==> config.mk <==
export PLATFORM = sky130hd
export DESIGN_NAME = sfp_i2c_poll_arbiter_flat
export DESIGN_NICKNAME = d
export VERILOG_FILES = /design/src/rtl/sfp_poll_pkg.sv /design/src/rtl/sfp_i2c_poll_arbiter_if.sv /design/src/rtl/sfp_poll_tick_gen.sv /design/src/rtl/sfp_i2c_poll_arbiter.sv /design/src/flat_wrapper.sv
export SDC_FILE = /design/constraint.sdc
export NUM_CORES = 1
export LEC_CHECK = 0
export CAP_MARGIN = 20
export CELL_PAD_IN_SITES_DETAIL_PLACEMENT = 1
export CELL_PAD_IN_SITES_GLOBAL_PLACEMENT = 1
export CORE_MARGIN = 3
export CORE_UTILIZATION = 25
export CTS_CLUSTER_DIAMETER = 30
export DETAILED_ROUTE_END_ITERATION = 12
export PLACE_DENSITY_LB_ADDON = 0.1
export SLEW_MARGIN = 5
export SYNTH_ARGS = -nofsm -noshare
export SYNTH_HDL_FRONTEND = slang
export SYNTH_SLANG_ARGS = --single-unit
==> constraint.sdc <==
create_clock -name clk -period 10.8 [get_ports clk]
set_clock_uncertainty 0.1 [all_clocks]
set_input_delay 1.08 -clock clk [delete_from_list [all_inputs] [get_ports clk]]
set_output_delay 1.08 -clock clk [all_outputs]
set_load 0.01 [all_outputs]
==> src/rtl/sfp_poll_pkg.sv <==
// Shared definitions for the SFP I2C poll arbiter: core CSR map, TFR_CMD encoding,
// poll table layout and the arbiter state encoding.
package sfp_poll_pkg;

    localparam int POLL_TABLE_LEN = 11;

    localparam logic [31:0] TFR_CMD_OFS = 32'h0000_0000;
    localparam logic [31:0] RX_DATA_OFS = 32'h0000_0004;
    localparam logic [31:0] RX_LVL_OFS  = 32'h0000_001C;

    localparam int TFR_STA_BIT = 9;
    localparam int TFR_STO_BIT = 8;

    typedef struct packed {
        logic [6:0] dev;
        logic [7:0] offset;
    } poll_entry_t;

    typedef poll_entry_t [POLL_TABLE_LEN-1:0] poll_table_t;

    typedef enum logic [3:0] {
        IDLE, H_ACC, H_ISS, H_RSP,
        CMD0, CMD1, CMD2, CMD3,
        LVL_RD, LVL_WT, RX_RD, RX_WT,
        NEXT
    } state_t;

    // A2h page (7-bit 0x51): DDM bytes 96..105 followed by the status byte 110.
    function automatic poll_table_t default_poll_table();
        poll_table_t t;
        for (int i = 0; i < POLL_TABLE_LEN; i++) begin
            t[i].dev    = 7'h51;
            t[i].offset = (i < 10) ? 8'(96 + i) : 8'd110;
        end
        return t;
    endfunction

    localparam poll_table_t POLL_TABLE = default_poll_table();

    function automatic logic [31:0] tfr_word(input logic sta, input logic sto, input logic [7:0] data);
        logic [31:0] w;
        w              = '0;
        w[TFR_STA_BIT] = sta;
        w[TFR_STO_BIT] = sto;
        w[7:0]         = data;
        return w;
    endfunction

endpackage

==> src/rtl/sfp_i2c_poll_arbiter_if.sv <==
// Avalon-MM CSR bundle; the arbiter uses one copy as slave (host side) and one as master (core side).
interface sfp_i2c_poll_arbiter_if;
    logic [31:0] address;
    logic        read;
    logic        write;
    logic [3:0]  byteenable;
    logic [31:0] writedata;
    logic [31:0] readdata;
    logic        readdatavalid;
    logic        waitrequest;

    modport master (
        output address, read, write, byteenable, writedata,
        input  readdata, readdatavalid, waitrequest
    );

    modport slave (
        input  address, read, write, byteenable, writedata,
        output readdata, readdatavalid, waitrequest
    );
endinterface

==> src/rtl/sfp_poll_tick_gen.sv <==
// Poll period counter; raises a saturating pending flag each time the period elapses.
module sfp_poll_tick_gen #(
    parameter int POLL_PERIOD = 100_000_000
) (
    input  logic clk,
    input  logic rst,
    input  logic enable,
    input  logic clear,
    output logic pending
);

    localparam int CNT_W = (POLL_PERIOD > 1) ? $clog2(POLL_PERIOD) : 1;

    logic [CNT_W-1:0] count;
    logic             terminal;

    assign terminal = enable && (count == CNT_W'(POLL_PERIOD - 1));

    always_ff @(posedge clk or posedge rst) begin
        if (rst) begin
            count <= '0;
        end else if (enable) begin
            count <= terminal ? '0 : count + CNT_W'(1);
        end
    end

    // A new tick wins over a same-cycle clear so no period is ever lost.
    always_ff @(posedge clk or posedge rst) begin
        if (rst) begin
            pending <= 1'b0;
        end else if (terminal) begin
            pending <= 1'b1;
        end else if (clear) begin
            pending <= 1'b0;
        end
    end

endmodule

==> src/rtl/sfp_i2c_poll_arbiter.sv <==
// Sole master of the SFP I2C core CSR port: polls a byte table into shadow registers and
// interleaves host pass-through accesses between whole I2C byte transactions.
module sfp_i2c_poll_arbiter
    import sfp_poll_pkg::*;
#(
    parameter int          NUM_POLL     = 11,
    parameter int          POLL_PERIOD  = 100_000_000,
    parameter int          LVL_TIMEOUT  = 4096,
    parameter logic [31:0] I2C_BASE     = 32'h0,
    parameter poll_table_t POLL_TABLE_P = POLL_TABLE
) (
    input  logic                      clk,
    input  logic                      rst,
    sfp_i2c_poll_arbiter_if.slave     avs,
    sfp_i2c_poll_arbiter_if.master    avm,
    input  logic                      poll_enable,
    output logic [8*NUM_POLL-1:0]     shadow_data,
    output logic                      shadow_valid,
    output logic [NUM_POLL-1:0]       poll_err,
    output logic                      cycle_done
);

    localparam int IDX_W = (NUM_POLL > 1) ? $clog2(NUM_POLL) : 1;
    localparam int TRY_W = $clog2(LVL_TIMEOUT + 1);

    state_t           state, next_state;
    logic [IDX_W-1:0] index;
    logic [TRY_W-1:0] tries;
    logic             pending;
    logic             clear_pending;

    logic [31:0]      cap_address;
    logic [31:0]      cap_writedata;
    logic [3:0]       cap_byteenable;
    logic             cap_write;
    logic [31:0]      rsp_data;
    logic             rsp_valid;

    poll_entry_t      entry;
    logic             last_entry;
    logic             lvl_nonzero;
    logic             lvl_timeout;

    assign entry         = POLL_TABLE_P[index];
    assign last_entry    = (index == IDX_W'(NUM_POLL - 1));
    assign lvl_nonzero   = (avm.readdata != 32'h0);
    assign lvl_timeout   = (tries == TRY_W'(LVL_TIMEOUT - 1));
    assign clear_pending = (state == NEXT) && last_entry;

    sfp_poll_tick_gen #(
        .POLL_PERIOD(POLL_PERIOD)
    ) u_tick (
        .clk     (clk),
        .rst     (rst),
        .enable  (poll_enable),
        .clear   (clear_pending),
        .pending (pending)
    );

    always_ff @(posedge clk or posedge rst) begin
        if (rst) begin
            state <= IDLE;
        end else begin
            state <= next_state;
        end
    end

    // Host is only considered in IDLE, so it never splits an I2C byte transaction.
    always_comb begin
        next_state = state;
        case (state)
            IDLE: begin
                if (avs.read || avs.write) begin
                    next_state = H_ACC;
                end else if ((pending || index != '0) && poll_enable) begin
                    next_state = CMD0;
                end
            end
            H_ACC:  next_state = H_ISS;
            H_ISS:  if (!avm.waitrequest) next_state = cap_write ? IDLE : H_RSP;
            H_RSP:  if (avm.readdatavalid) next_state = IDLE;
            CMD0:   if (!avm.waitrequest) next_state = CMD1;
            CMD1:   if (!avm.waitrequest) next_state = CMD2;
            CMD2:   if (!avm.waitrequest) next_state = CMD3;
            CMD3:   if (!avm.waitrequest) next_state = LVL_RD;
            LVL_RD: if (!avm.waitrequest) next_state = LVL_WT;
            LVL_WT: begin
                if (avm.readdatavalid) begin
                    if (lvl_nonzero)      next_state = RX_RD;
                    else if (lvl_timeout) next_state = NEXT;
                    else                  next_state = LVL_RD;
                end
            end
            RX_RD:  if (!avm.waitrequest) next_state = RX_WT;
            RX_WT:  if (avm.readdatavalid) next_state = NEXT;
            NEXT:   next_state = IDLE;
            default: next_state = IDLE;
        endcase
    end

    always_comb begin
        avm.address     = '0;
        avm.read        = 1'b0;
        avm.write       = 1'b0;
        avm.byteenable  = '0;
        avm.writedata   = '0;
        avs.waitrequest = (state != H_ACC);
        case (state)
            H_ISS: begin
                avm.address    = cap_address;
                avm.read       = !cap_write;
                avm.write      = cap_write;
                avm.byteenable = cap_byteenable;
                avm.writedata  = cap_writedata;
            end
            CMD0, CMD1, CMD2, CMD3: begin
                avm.address    = I2C_BASE + TFR_CMD_OFS;
                avm.write      = 1'b1;
                avm.byteenable = 4'hF;
                case (state)
                    CMD0:    avm.writedata = tfr_word(1'b1, 1'b0, {entry.dev, 1'b0});
                    CMD1:    avm.writedata = tfr_word(1'b0, 1'b0, entry.offset);
                    CMD2:    avm.writedata = tfr_word(1'b1, 1'b0, {entry.dev, 1'b1});
                    default: avm.writedata = tfr_word(1'b0, 1'b1, 8'h00);
                endcase
            end
            LVL_RD: begin
                avm.address    = I2C_BASE + RX_LVL_OFS;
                avm.read       = 1'b1;
                avm.byteenable = 4'hF;
            end
            RX_RD: begin
                avm.address    = I2C_BASE + RX_DATA_OFS;
                avm.read       = 1'b1;
                avm.byteenable = 4'hF;
            end
            default: ;
        endcase
    end

    assign avs.readdata      = rsp_data;
    assign avs.readdatavalid = rsp_valid;

    // A level-poll timeout leaves the shadow byte stale and flags it; a good read clears the flag.
    always_ff @(posedge clk or posedge rst) begin
        if (rst) begin
            cap_address    <= '0;
            cap_writedata  <= '0;
            cap_byteenable <= '0;
            cap_write      <= 1'b0;
            rsp_data       <= '0;
            rsp_valid      <= 1'b0;
            index          <= '0;
            tries          <= '0;
            shadow_data    <= '0;
            shadow_valid   <= 1'b0;
            poll_err       <= '0;
            cycle_done     <= 1'b0;
        end else begin
            rsp_valid  <= 1'b0;
            cycle_done <= 1'b0;
            if (state == H_ACC) begin
                cap_address    <= avs.address;
                cap_writedata  <= avs.writedata;
                cap_byteenable <= avs.byteenable;
                cap_write      <= avs.write;
            end
            if (state == H_RSP && avm.readdatavalid) begin
                rsp_data  <= avm.readdata;
                rsp_valid <= 1'b1;
            end
            if (state == CMD0) begin
                tries <= '0;
            end
            if (state == LVL_WT && avm.readdatavalid && !lvl_nonzero) begin
                tries <= tries + TRY_W'(1);
                if (lvl_timeout) begin
                    poll_err[index] <= 1'b1;
                end
            end
            if (state == RX_WT && avm.readdatavalid) begin
                shadow_data[8*index +: 8] <= avm.readdata[7:0];
                poll_err[index]           <= 1'b0;
            end
            if (state == NEXT) begin
                if (last_entry) begin
                    index        <= '0;
                    cycle_done   <= 1'b1;
                    shadow_valid <= 1'b1;
                end else begin
                    index <= index + IDX_W'(1);
                end
            end
        end
    end

endmodule

==> src/flat_wrapper.sv <==
// flat-port wrapper written by rule: the top's interface ports become plain ports
module sfp_i2c_poll_arbiter_flat import sfp_poll_pkg::*;
#(
    parameter int          NUM_POLL     = 11,
    parameter int          POLL_PERIOD  = 100_000_000,
    parameter int          LVL_TIMEOUT  = 4096,
    parameter logic [31:0] I2C_BASE     = 32'h0,
    parameter poll_table_t POLL_TABLE_P = POLL_TABLE
)
  (clk, rst, poll_enable, shadow_data, shadow_valid, poll_err, cycle_done, avs_address, avs_read, avs_write, avs_byteenable, avs_writedata, avs_readdata, avs_readdatavalid, avs_waitrequest, avm_address, avm_read, avm_write, avm_byteenable, avm_writedata, avm_readdata, avm_readdatavalid, avm_waitrequest);
  sfp_i2c_poll_arbiter_if avs_i ();
  sfp_i2c_poll_arbiter_if avm_i ();
  input  logic clk;
  input  logic rst;
  input  logic poll_enable;
  output logic [8*NUM_POLL-1:0] shadow_data;
  output logic shadow_valid;
  output logic [NUM_POLL-1:0] poll_err;
  output logic cycle_done;
  input wire logic [$bits(avs_i.address)-1:0] avs_address;
  input wire logic [$bits(avs_i.read)-1:0] avs_read;
  input wire logic [$bits(avs_i.write)-1:0] avs_write;
  input wire logic [$bits(avs_i.byteenable)-1:0] avs_byteenable;
  input wire logic [$bits(avs_i.writedata)-1:0] avs_writedata;
  output wire logic [$bits(avs_i.readdata)-1:0] avs_readdata;
  output wire logic [$bits(avs_i.readdatavalid)-1:0] avs_readdatavalid;
  output wire logic [$bits(avs_i.waitrequest)-1:0] avs_waitrequest;
  output wire logic [$bits(avm_i.address)-1:0] avm_address;
  output wire logic [$bits(avm_i.read)-1:0] avm_read;
  output wire logic [$bits(avm_i.write)-1:0] avm_write;
  output wire logic [$bits(avm_i.byteenable)-1:0] avm_byteenable;
  output wire logic [$bits(avm_i.writedata)-1:0] avm_writedata;
  input wire logic [$bits(avm_i.readdata)-1:0] avm_readdata;
  input wire logic [$bits(avm_i.readdatavalid)-1:0] avm_readdatavalid;
  input wire logic [$bits(avm_i.waitrequest)-1:0] avm_waitrequest;
  assign avs_i.address = avs_address;
  assign avs_i.read = avs_read;
  assign avs_i.write = avs_write;
  assign avs_i.byteenable = avs_byteenable;
  assign avs_i.writedata = avs_writedata;
  assign avs_readdata = avs_i.readdata;
  assign avs_readdatavalid = avs_i.readdatavalid;
  assign avs_waitrequest = avs_i.waitrequest;
  assign avm_address = avm_i.address;
  assign avm_read = avm_i.read;
  assign avm_write = avm_i.write;
  assign avm_byteenable = avm_i.byteenable;
  assign avm_writedata = avm_i.writedata;
  assign avm_i.readdata = avm_readdata;
  assign avm_i.readdatavalid = avm_readdatavalid;
  assign avm_i.waitrequest = avm_waitrequest;
  sfp_i2c_poll_arbiter #(.NUM_POLL(NUM_POLL), .POLL_PERIOD(POLL_PERIOD), .LVL_TIMEOUT(LVL_TIMEOUT), .I2C_BASE(I2C_BASE), .POLL_TABLE_P(POLL_TABLE_P)) u_core (.clk(clk), .rst(rst), .avs(avs_i), .avm(avm_i), .poll_enable(poll_enable), .shadow_data(shadow_data), .shadow_valid(shadow_valid), .poll_err(poll_err), .cycle_done(cycle_done));
endmodule
* After elaboration in Yosys (flattened, before gate mapping)
Memories as Yosys holds them, arrays and structs flattened.
Index checks and enable logic that the tools add are counted.
** Word-level totals
- Register bits :: 252
- Bits in read-only memories :: 240
- Input port bits :: 107
- Output and inout bits :: 205
- Logic and storage cells :: 114
- Memories kept :: 1
** Operators by class
- Add/sub/neg operators :: 4
- $lt $le $gt $ge :: 2
- Equality and inequality tests :: 27
- Shifts and indexed selects :: 2
- Mux-type cells :: 38
- Bitwise logic cells :: 3
- Reductions and logical operators :: 22
** Memories
- (no name shown) :: depth 16, width 15, rd ports 1, clocked after memory_dff 0, wr ports 0, RTL line sfp_i2c_poll_arbiter.sv:44 : assign entry = POLL_TABLE_P[index];
** Operators with widths (count)
- $pmux W32 S3 :: 1
- $bwmux W88 :: 1
- $shift A8 B34 Y88 const A :: 1
- $shiftx A8 B34 Y88 :: 1
- $pmux W32 S2 :: 1
- $mux W4 :: 14
- $pmux W4 S12 :: 1
- $neg A7 Y34 :: 1
- $mux W11 :: 3
- $reduce_bool A32 Y1 :: 1
- $pmux W10 S3 :: 1
- $add A27 B1 Y27 const B :: 1
- $eq A27 B27 Y1 const B :: 1
- $mux W27 :: 1
- $mux W13 :: 2
- $eq A4 B4 Y1 const B :: 6
- $ne A2 B2 Y1 const B :: 10
- $eq A4 B3 Y1 const B :: 4
- $mux W15 :: 1
- $add A13 B1 Y13 const B :: 1
- $eq A13 B12 Y1 const B :: 1
- $and A11 B11 Y11 :: 1
- $not A11 Y11 :: 1
- $or A11 B11 Y11 :: 1
- 24 further kinds :: 41

* Longest topological paths before layout
Gate-level depths: netlist of run 1.
- Depth in word-level cells :: 9
- Depth in mapped cells :: 11

* By module
Synthesis of run 1 repeated with hierarchy kept, for this count alone.
** Unflattened totals
- Cells, all modules :: 1099
- Area total of the unflattened synthesis :: 11815.1 um2
** By module, submodules not included
- sfp_i2c_poll_arbiter :: times used 1, cells an instance 942, area an instance 10288.6 um2, sequential area each 5605.4 um2
- sfp_poll_tick_gen :: times used 1, cells an instance 157, area an instance 1526.5 um2, sequential area each 700.7 um2

* Least setup slack after synthesis of run 1
No wires, ideal clock.
- Kind :: reg-to-reg
- Start point :: register u_core.index[0]
- End point :: register u_core.shadow_data[64]
- Setup time :: 69 ps
- Arrival :: 2687 ps
- Data required time :: 10631 ps
- Path slack :: 7944 ps
- Stages on the path, launching flop included :: 11
- Buffers on the path :: 3
- Clock period less this slack :: 2856 ps
- Cell sequence :: dfrtp_1 > clkbuf_1 > clkbuf_1 > nor3_1 > ha_1 > clkbuf_1 > nor2b_1 > o21ai_1 > nor4_1 > nand3_1 > nand2_1
** Between the ends
- Word-level cells in the longest chain between the ends :: 3
** RTL lines
- start, declared :: RTL line sfp_i2c_poll_arbiter.sv:27 : logic [IDX_W-1:0] index;
- start signal, assigned :: RTL line sfp_i2c_poll_arbiter.sv:191 : index <= index + IDX_W'(1);
- $neg A7 Y34 (*) :: RTL line sfp_i2c_poll_arbiter.sv:182 : shadow_data[8*index +: 8] <= avm.readdata[7:0];
- $shiftx A8 B34 Y88 / $shift A8 B34 Y88 (equally long branches) :: RTL line sfp_i2c_poll_arbiter.sv:182
- $bwmux W88 (*) :: RTL line sfp_i2c_poll_arbiter.sv:182
- end signal, assigned by index :: RTL line sfp_i2c_poll_arbiter.sv:182
- end, declared :: RTL line sfp_i2c_poll_arbiter.sv:17 : output logic [8*NUM_POLL-1:0] shadow_data,
Every way passes the cells marked *; elsewhere a longest branch is shown, timed or not.
A chain may end at the register's enable or synchronous reset.

* Final worst setup path of run 1
- Start point :: register u_core.state[3]
- End point :: output port avm_address[5]
** Between the ends
- Word-level cells in the longest chain between the ends :: 2
** RTL lines
- start, declared :: RTL line sfp_i2c_poll_arbiter.sv:26 : state_t state, next_state;
- start signal, assigned :: RTL line sfp_i2c_poll_arbiter.sv:64 : state <= next_state;
- $eq A4 B4 Y1 / $eq A4 B2 Y1 (equally long branches) :: RTL line sfp_i2c_poll_arbiter.sv:108 : case (state)
- $pmux W32 S3 (*) :: RTL line sfp_i2c_poll_arbiter.sv:108
- end, declared :: RTL line flat_wrapper.sv:28 : output wire logic [$bits(avm_i.address)-1:0] avm_address;
Marks and branches as above.

==> results of run 1 <==
## through the flow
step                instances  cell area, sq um  worst slack [ps]
floorplan                1134             11700              2690
global placement         1995             15400              6310
detailed placement       1997             15400              6220
CTS                      2160             18500              6270
global route             2161             18600              6150
finish                   2162             18600              6380
## Yosys cell counts, drive strengths merged (3+ instances only)
cell and n:
o31ai 3, o21a 9, o41ai 8, buf 18
or2 3, clkbuf 42, nor4 18, a221o 7
a21boi 3, nor3 25, a41oi 3, and4 3
mux2 110, or3 6, a31oi 12, nand2 194
nand3 43, xor2 7, nand4 12, nand2b 5
and3 22, nor2 72, a21oi 29, a21o 4
ha 7, nor2b 8, and2 59, mux2i 19
dfrtp 252, o21ai 46, xnor2 13, inv 47
nand3b 5
## final timing paths
| path | start | end | slack, ps | cells after the start |
|---|---|---|---|---|
| worst max register to register | u_core.index[0] | u_core.shadow_data[47] | 6650 | 5 |
| worst max-delay path | u_core.state[3] | avm_address[5] | 6380 | 5 |
| max in group asynchronous | rst | u_core.shadow_data[24] | 8270 | 3 |
| min in group asynchronous | rst | u_core.cap_writedata[23] | 890 | 2 |
| worst min register to register | u_core.shadow_data[70] | u_core.shadow_data[70] | 360 | 2 |
| worst min-delay path | u_core.shadow_data[70] | u_core.shadow_data[70] | 360 | 2 |
## placed cells by master (no fill, tap or decap), types with 5 or more instances in the layout
cell type,count
nand2b_1,5
clkbuf_8,20
and3_1,22
nand4_1,11
bufinv_16,12
o21ai_0,44
clkdlybuf4s50_1,311
nand2_1,194
buf_4,9
dfrtp_1,252
nor2b_1,8
clkinv_2,19
o41ai_1,8
a221o_1,7
or3_1,6
and2_1,59
clkbuf_16,88
ha_1,7
nor3_1,21
xnor2_1,13
inv_1,46
mux2i_1,19
nand3_1,43
nor4_1,15
nor2_1,69
o21a_1,9
clkbuf_1,18
a31oi_1,12
a21oi_1,29
mux2_2,110
nand3b_1,5
xor2_1,7
## critical path, delay by kind of cell, from the launching register on
kind          cells  cell delay, ps
simple gates      3             870
flops             1             730
buf+inv           2            1000
## sequential cells by signal (all words and copies together) (netlist names), 4 cells and up
register,count
u_core.shadow_data,88
u_core.cap_address,32
u_core.cap_byteenable,4
u_core.poll_err,11
u_core.cap_writedata,32
u_core.state,4
u_core.u_tick.count,27
u_core.avs.readdata,32
u_core.tries,13
u_core.index,4
## kinds of logic after synthesis
family / Yosys count / synth area share (%)
AO/OA/AOI/OAI: 135 / 7.32
buffers and inverters: 107 / 3.69
AND/OR/NAND/NOR: 484 / 20.4
adder cells (fa/ha/maj): 7 / 0.751
XOR/XNOR: 20 / 1.50
flip-flops: 252 / 54.0
multiplexers: 129 / 12.2
## routing by layer
metal	share of wire, %	wire length (um)	up-vias	track usage [%]
met4	2.0	808	4	4.91
met1	44	18200	4959	21.2
met2	45	18700	310	25.6
li1	-	-	4637	-
met5	0.058	24	-	0
met3	8.8	3630	69	7.24
## layout make-up
class                   count  area (sq um)
repair buffers            324          3240
diodes                      1          2.50
flip-flops and latches    252          6310
clock inverters            37           584
fillers                  4982         27200
well taps                 600           751
multi-input cells         775          4950
clock buffers             126          2540
inverters                  47           184
## power groups by stage
stage / clock network (uW) / logic, uW / registers, uW
after floorplan: 0 / 745 / 1320
after global placement: 0 / 1310 / 1360
after detailed placement: 0 / 1320 / 1370
after CTS: 2690 / 1330 / 1360
after global routing: 2760 / 1430 / 1390
final: 2640 / 1300 / 1360
==> summary.txt, run 1 <==
Worst setup path
  • Cell Chain, Critical Path: or2_2 -> nor2_2 -> buf_4 -> and2_1 -> clkdlybuf4s50_1
  • Critical-path cell with the highest stage delay: dfrtp_1
  • Worst path max stage delay: approximately 730 ps
  • Startpoint Class: register
  • Critical Path RT: about 9600 ps
  • Arrival @ worst endpoint: approximately 3200 ps
  • CP Class: register to output pin
  • Crit-path max FO: 53
  • Crit end category: output pin

Pwr
  • VDD IR max: around 0.19 mV
  • Total power: between 5000 and 6000 uW
  • Sw Ratio: around 30%
  • Clock share of power: between 40% and 50%
  • Comb pwr share: 24.6%
  • P_leak: 0.00817 uW
  • Int Pwr: roughly 3700 uW
  • Sw Pwr: about 1600 uW
  • PwrDens: around 290 nW/um^2
  • Sequential power share: 25.6%

GRT
  • Initial antenna violation count: 2
  • Vias in the first global route: between 10000 and 15000
  • Gr usage total: 16.6%
  • Gr ovfl total: 0
  • Largest net degree at the start of global routing: ~160
  • First-pass GRT wire length: 64900 um

Timing
  • Slew Viols, Final: 0
  • Final setup violation count: 0
  • RSZ-0062 raised after global routing: no
  • Crit share post-route: between 40 and 50%
  • Minimum clock period: 4420 ps
  • Post-Route Setup TNS: 0 ps
  • Peak Freq: 0.226 GHz
  • Final hold slack: ~360 ps
  • Rel. slew slack: roughly 30%
  • Worst-margin pin slew: roughly 1100 ps
  • Final number of hold-violating endpoints: 0

Clock tree
  • Clock sink count: 252
  • CTS Buffer Depth: 3
  • Post-CTS resize count: 0
  • CTS Buf Count: 87
  • Reg clk slew, reported paths: roughly 40 ps
  • Hold_buf cts: 0
  • Post-CTS Setup Inserts: 0
  • CTS Root Cell: clkbuf_16
  • Max H-tree Level: 3
  • TritonCTS clock tree: yes
  • Worst skew pair latency: slightly above 600 ps

Floorplan
  • Initial Utilization: around a quarter
  • Overall die height: between 200 and 250 um
  • Die X: roughly 220 um
  • Standard-cell rows: between 70 and 80
  • # IOs: about 310
  • Core Area: between 40000 and 50000 sq um
  • Total die area: between 40000 and 50000 sq um

Yosys
  • Most used DFF post-synth: dfrtp_1
  • Yosys warns: 0
  • Synth area leaders: dfrtp_1 54%, mux2_2 11%, nand2_1 6.2%
  • Post-Syn Area: around 12000 sq um
  • Top cell type's share of synthesized area: between 50% and 60%
  • Sequential area share after synthesis: between 50% and 60%
  • Area leader, netlist: dfrtp_1
  • Post-Syn Nets: around 1200
  • Async S/R FF share, synth: 100%
  • Synth Instances: 1134
  • Yosys reg bits: 252
  • Synth cell types: 58
  • Post-synth EDFFs: 0
  • Mean Syn Cell Area: a little over 10 sq um

Detailed routing
  • DRT Pass-1 Iters: 5
  • Wire per inst: between 15 and 20 um
  • Detailed Route Iter0 Violations: roughly 370
  • Final WL: roughly 41000 um
  • DRC violations left: 0
  • Routed Antenna Nets: 0
  • Via density: ~4.6
  • Vias: 9979

Cells and area
  • Final #Nets: around 1600
  • Layout cells sized above 1: approximately 18%
  • Post-layout util: roughly 41%
  • Synth-to-layout area growth: 59.1%

Hold path
  • HP Class: register to register

Placed design
  • I/O Buffers: ~310
  • GPL Wtd Cong: between 0.7 and 0.8
  • DPL Wire Length: roughly 28000 um

Flow run
  • Maxcap violations: 0

Run status
  • Status: finished, final reports clean
No activity file was read; power rests on OpenSTA's default activity.
==> run 2: changes to the inputs <==
Clock period 10.8 ns to 4.5 ns, I/O delays scaled along.
==> run 2 against run 1 <==
Effect of this change: global-route usage up 0.16 points; wire length increased by 0.26%; worst setup slack got worse by 5700 ps; cell count decreased by 0.37%; critical path depth unchanged; total power rose by 120%; cell area fell by 1.9%; sequential power grew 140%; clock power is 100% higher; worst hold slack got worse by 250 ps.
==> summary.txt, run 2 (synthesized netlist as in run 1, its figures left out) <==
Floorplan
  • Core Area: 45800 sq um (unchanged)
  • # IOs: 312 (unchanged)
  • Total die area: 49300 sq um (unchanged)
  • Initial Utilization: 25.5% (unchanged)
  • Die X: 222 um (unchanged)
  • Overall die height: 222 um (unchanged)
  • Standard-cell rows: 78 (unchanged)

Pwr
  • PwrDens: 647 nW/um^2 (+130%)
  • P_leak: 0.00799 uW (-2.2%)
  • VDD IR max: 0.373 mV (+100%)

Clock tree
  • Max H-tree Level: 3 (unchanged)
  • CTS Buf Count: 78 (-10%)
  • CTS Buffer Depth: 3 (unchanged)
  • Reg clk slew, reported paths: 40 ps (about the same)
  • Hold_buf cts: 0 (unchanged)
  • Post-CTS resize count: 0 (unchanged)
  • Clock sink count: 252 (unchanged)
  • Post-CTS Setup Inserts: 0 (unchanged)
  • TritonCTS clock tree: yes
  • Worst skew pair latency: 590 ps (-20 ps)
  • CTS Root Cell: clkbuf_16

Cells and area
  • Max reg flops: 88 (unchanged)
  • Layout cells sized above 1: 18.2% (-0.15 points)
  • Final #Nets: 1607 (+0.37%)
  • Synth-to-layout area growth: 56.0%
  • Most common cell after layout, fill and taps aside: clkdlybuf4s50_1
  • Commonest non-fill, non-tap cells in the layout: 311 x clkdlybuf4s50_1, 252 x dfrtp_1, 194 x nand2_1
  • Most flops, register: u_core.shadow_data

Detailed routing
  • Routed Antenna Nets: 0 (unchanged)
  • Final WL: 41500 um (+0.26%)
  • Vias: 9916 (-0.63%)
  • DRT Pass-1 Iters: 4 (-1)
  • Detailed Route Iter0 Violations: 330 (-12%)
  • Wire per inst: 19.3 um (+0.64%)
  • Via density: 4.60 (-0.26%)
  • DRC violations left: 0 (unchanged)

Timing
  • Rel. slew slack: 26.8% (-2.9 points)
  • Peak Freq: about 0.26 GHz
  • Post-Route Setup TNS: 0 ps (unchanged)
  • RSZ-0062 raised after global routing: no
  • Minimum clock period: roughly 3800 ps
  • Slew Viols, Final: 0 (unchanged)
  • Worst-margin pin slew: 1090 ps (+35.5 ps)
  • Final worst setup slack: 708 ps (-5670 ps)
  • Final setup violation count: 0 (unchanged)
  • Crit share post-route: a little over four fifths
  • Final number of hold-violating endpoints: 0 (unchanged)

Worst setup path
  • Crit end category: output pin
  • Worst path max stage delay: 910 ps (+180 ps)
  • Critical Path RT: 3950 ps (-5670 ps)
  • Reg2reg start: u_core.state[1]
  • CP delay by family, top: buffers and inverters
  • CP Class: register to output pin
  • Arrival @ worst endpoint: 3240 ps (about the same)
  • Critical Path Start: u_core.state[1]
  • Crit-path max FO: 25 (-53%)
  • Startpoint Class: register
  • Cell Chain, Critical Path: inv_1 -> nor2_1 -> nand2_1 -> a21boi_0 -> clkdlybuf4s50_1
  • Critical-path cell with the highest stage delay: dfrtp_1
  • Buf/Inv on CP: 2 (unchanged)

GRT
  • Initial antenna violation count: 2 (unchanged)
  • Gr usage total: 16.8% (+0.16 points)
  • First-pass GRT wire length: 65300 um (+0.61%)
  • Gr ovfl total: 0 (unchanged)
  • Largest net degree at the start of global routing: 55 (-65%)
  • Vias in the first global route: 10784 (-0.16%)

Placed design
  • I/O Buffers: 311 (unchanged)
  • GPL Wtd Cong: 0.726 (-1.6%)
  • DPL Wire Length: 29400 um (+4.1%)
  • Place WS: 1130 ps (-5090 ps)

Run status
  • Status: finished, final reports clean

Flow run
  • Maxcap violations: 0 (unchanged)

Hold path
  • HP Class: primary input to asynchronous set/reset pin
-- run 2: cell count changes in the layout (fill, tap and decap cells not counted), sizes merged --
| cell | before | now |
|---|---|---|
| clkbuf | 126 | 108 |
| buf | 13 | 28 |
| bufinv | 12 | 6 |
| clkinvlp | 0 | 6 |
| clkinv | 21 | 18 |
| inv | 51 | 48 |
| diode | 1 | 2 |
-- run 2: cell type report --
cell class | instances | area [sq um]
Antenna cell | 2 | 5.00
Clock buffer | 108 | 2290
Clock inverter | 31 | 344
Fill cell | 5079 | 27600
Inverter | 47 | 180
Multi-Input combinational cell | 775 | 4950
Sequential cell | 252 | 6310
Tap cell | 600 | 751
Timing Repair Buffer | 339 | 3380
-- run 2: per-stage QoR --
stage          cells  utilization, %  power (uW)  cell area (sq um)  hold slack [ps]
6_report        2154            39.8       11800              18200              113
5_1_grt         2152            39.8       12500              18200              110
4_1_cts         2151            39.7       12000              18200             76.6
3_5_place_dp    2012            33.9        6480              15500              362
3_3_place_gp    2011            33.9        6440              15500              352
2_1_floorplan   1134               -        4950              11700              344
-- run 2: path summary, 6_finish.rpt --
check | to | slack, ps | depth (start not counted)
worst max-delay path | avm_address[4] | 710 | 5
worst min-delay path | u_core.cap_writedata[26] | 110 | 2
worst max register to register | u_core.shadow_data[46] | 1160 | 5
worst min register to register | u_core.shadow_valid | 360 | 1
max in group asynchronous | u_core.cap_address[10] | 3230 | 4
min in group clk | u_core.avs.readdata[31] | 330 | 3
-- run 2: layer usage --
metal / global-route usage [%] / part of all wire (%) / wire length (um) / vias to the layer above
li1: - / - / - / 4657
met1: 20.8 / 44 / 18500 / 4888
met2: 26.1 / 45 / 18500 / 294
met3: 7.78 / 8.9 / 3710 / 75
met4: 5.14 / 2.0 / 824 / 2
met5: 0 / 0.031 / 13 / -
-- run 2: worst register-to-register path, cell delays in order, from the launching register on --
cell and delay (ps):
dfrtp_1 910, nand3_1 270, nor2_1 350, nand3_1 470, nor2_1 710, mux2_2 410
-- run 2: power by group --
group	internal [uW]	switching, uW
combinational	1560	1630
sequential	2830	371
clock	3840	1540
total	8230	3550
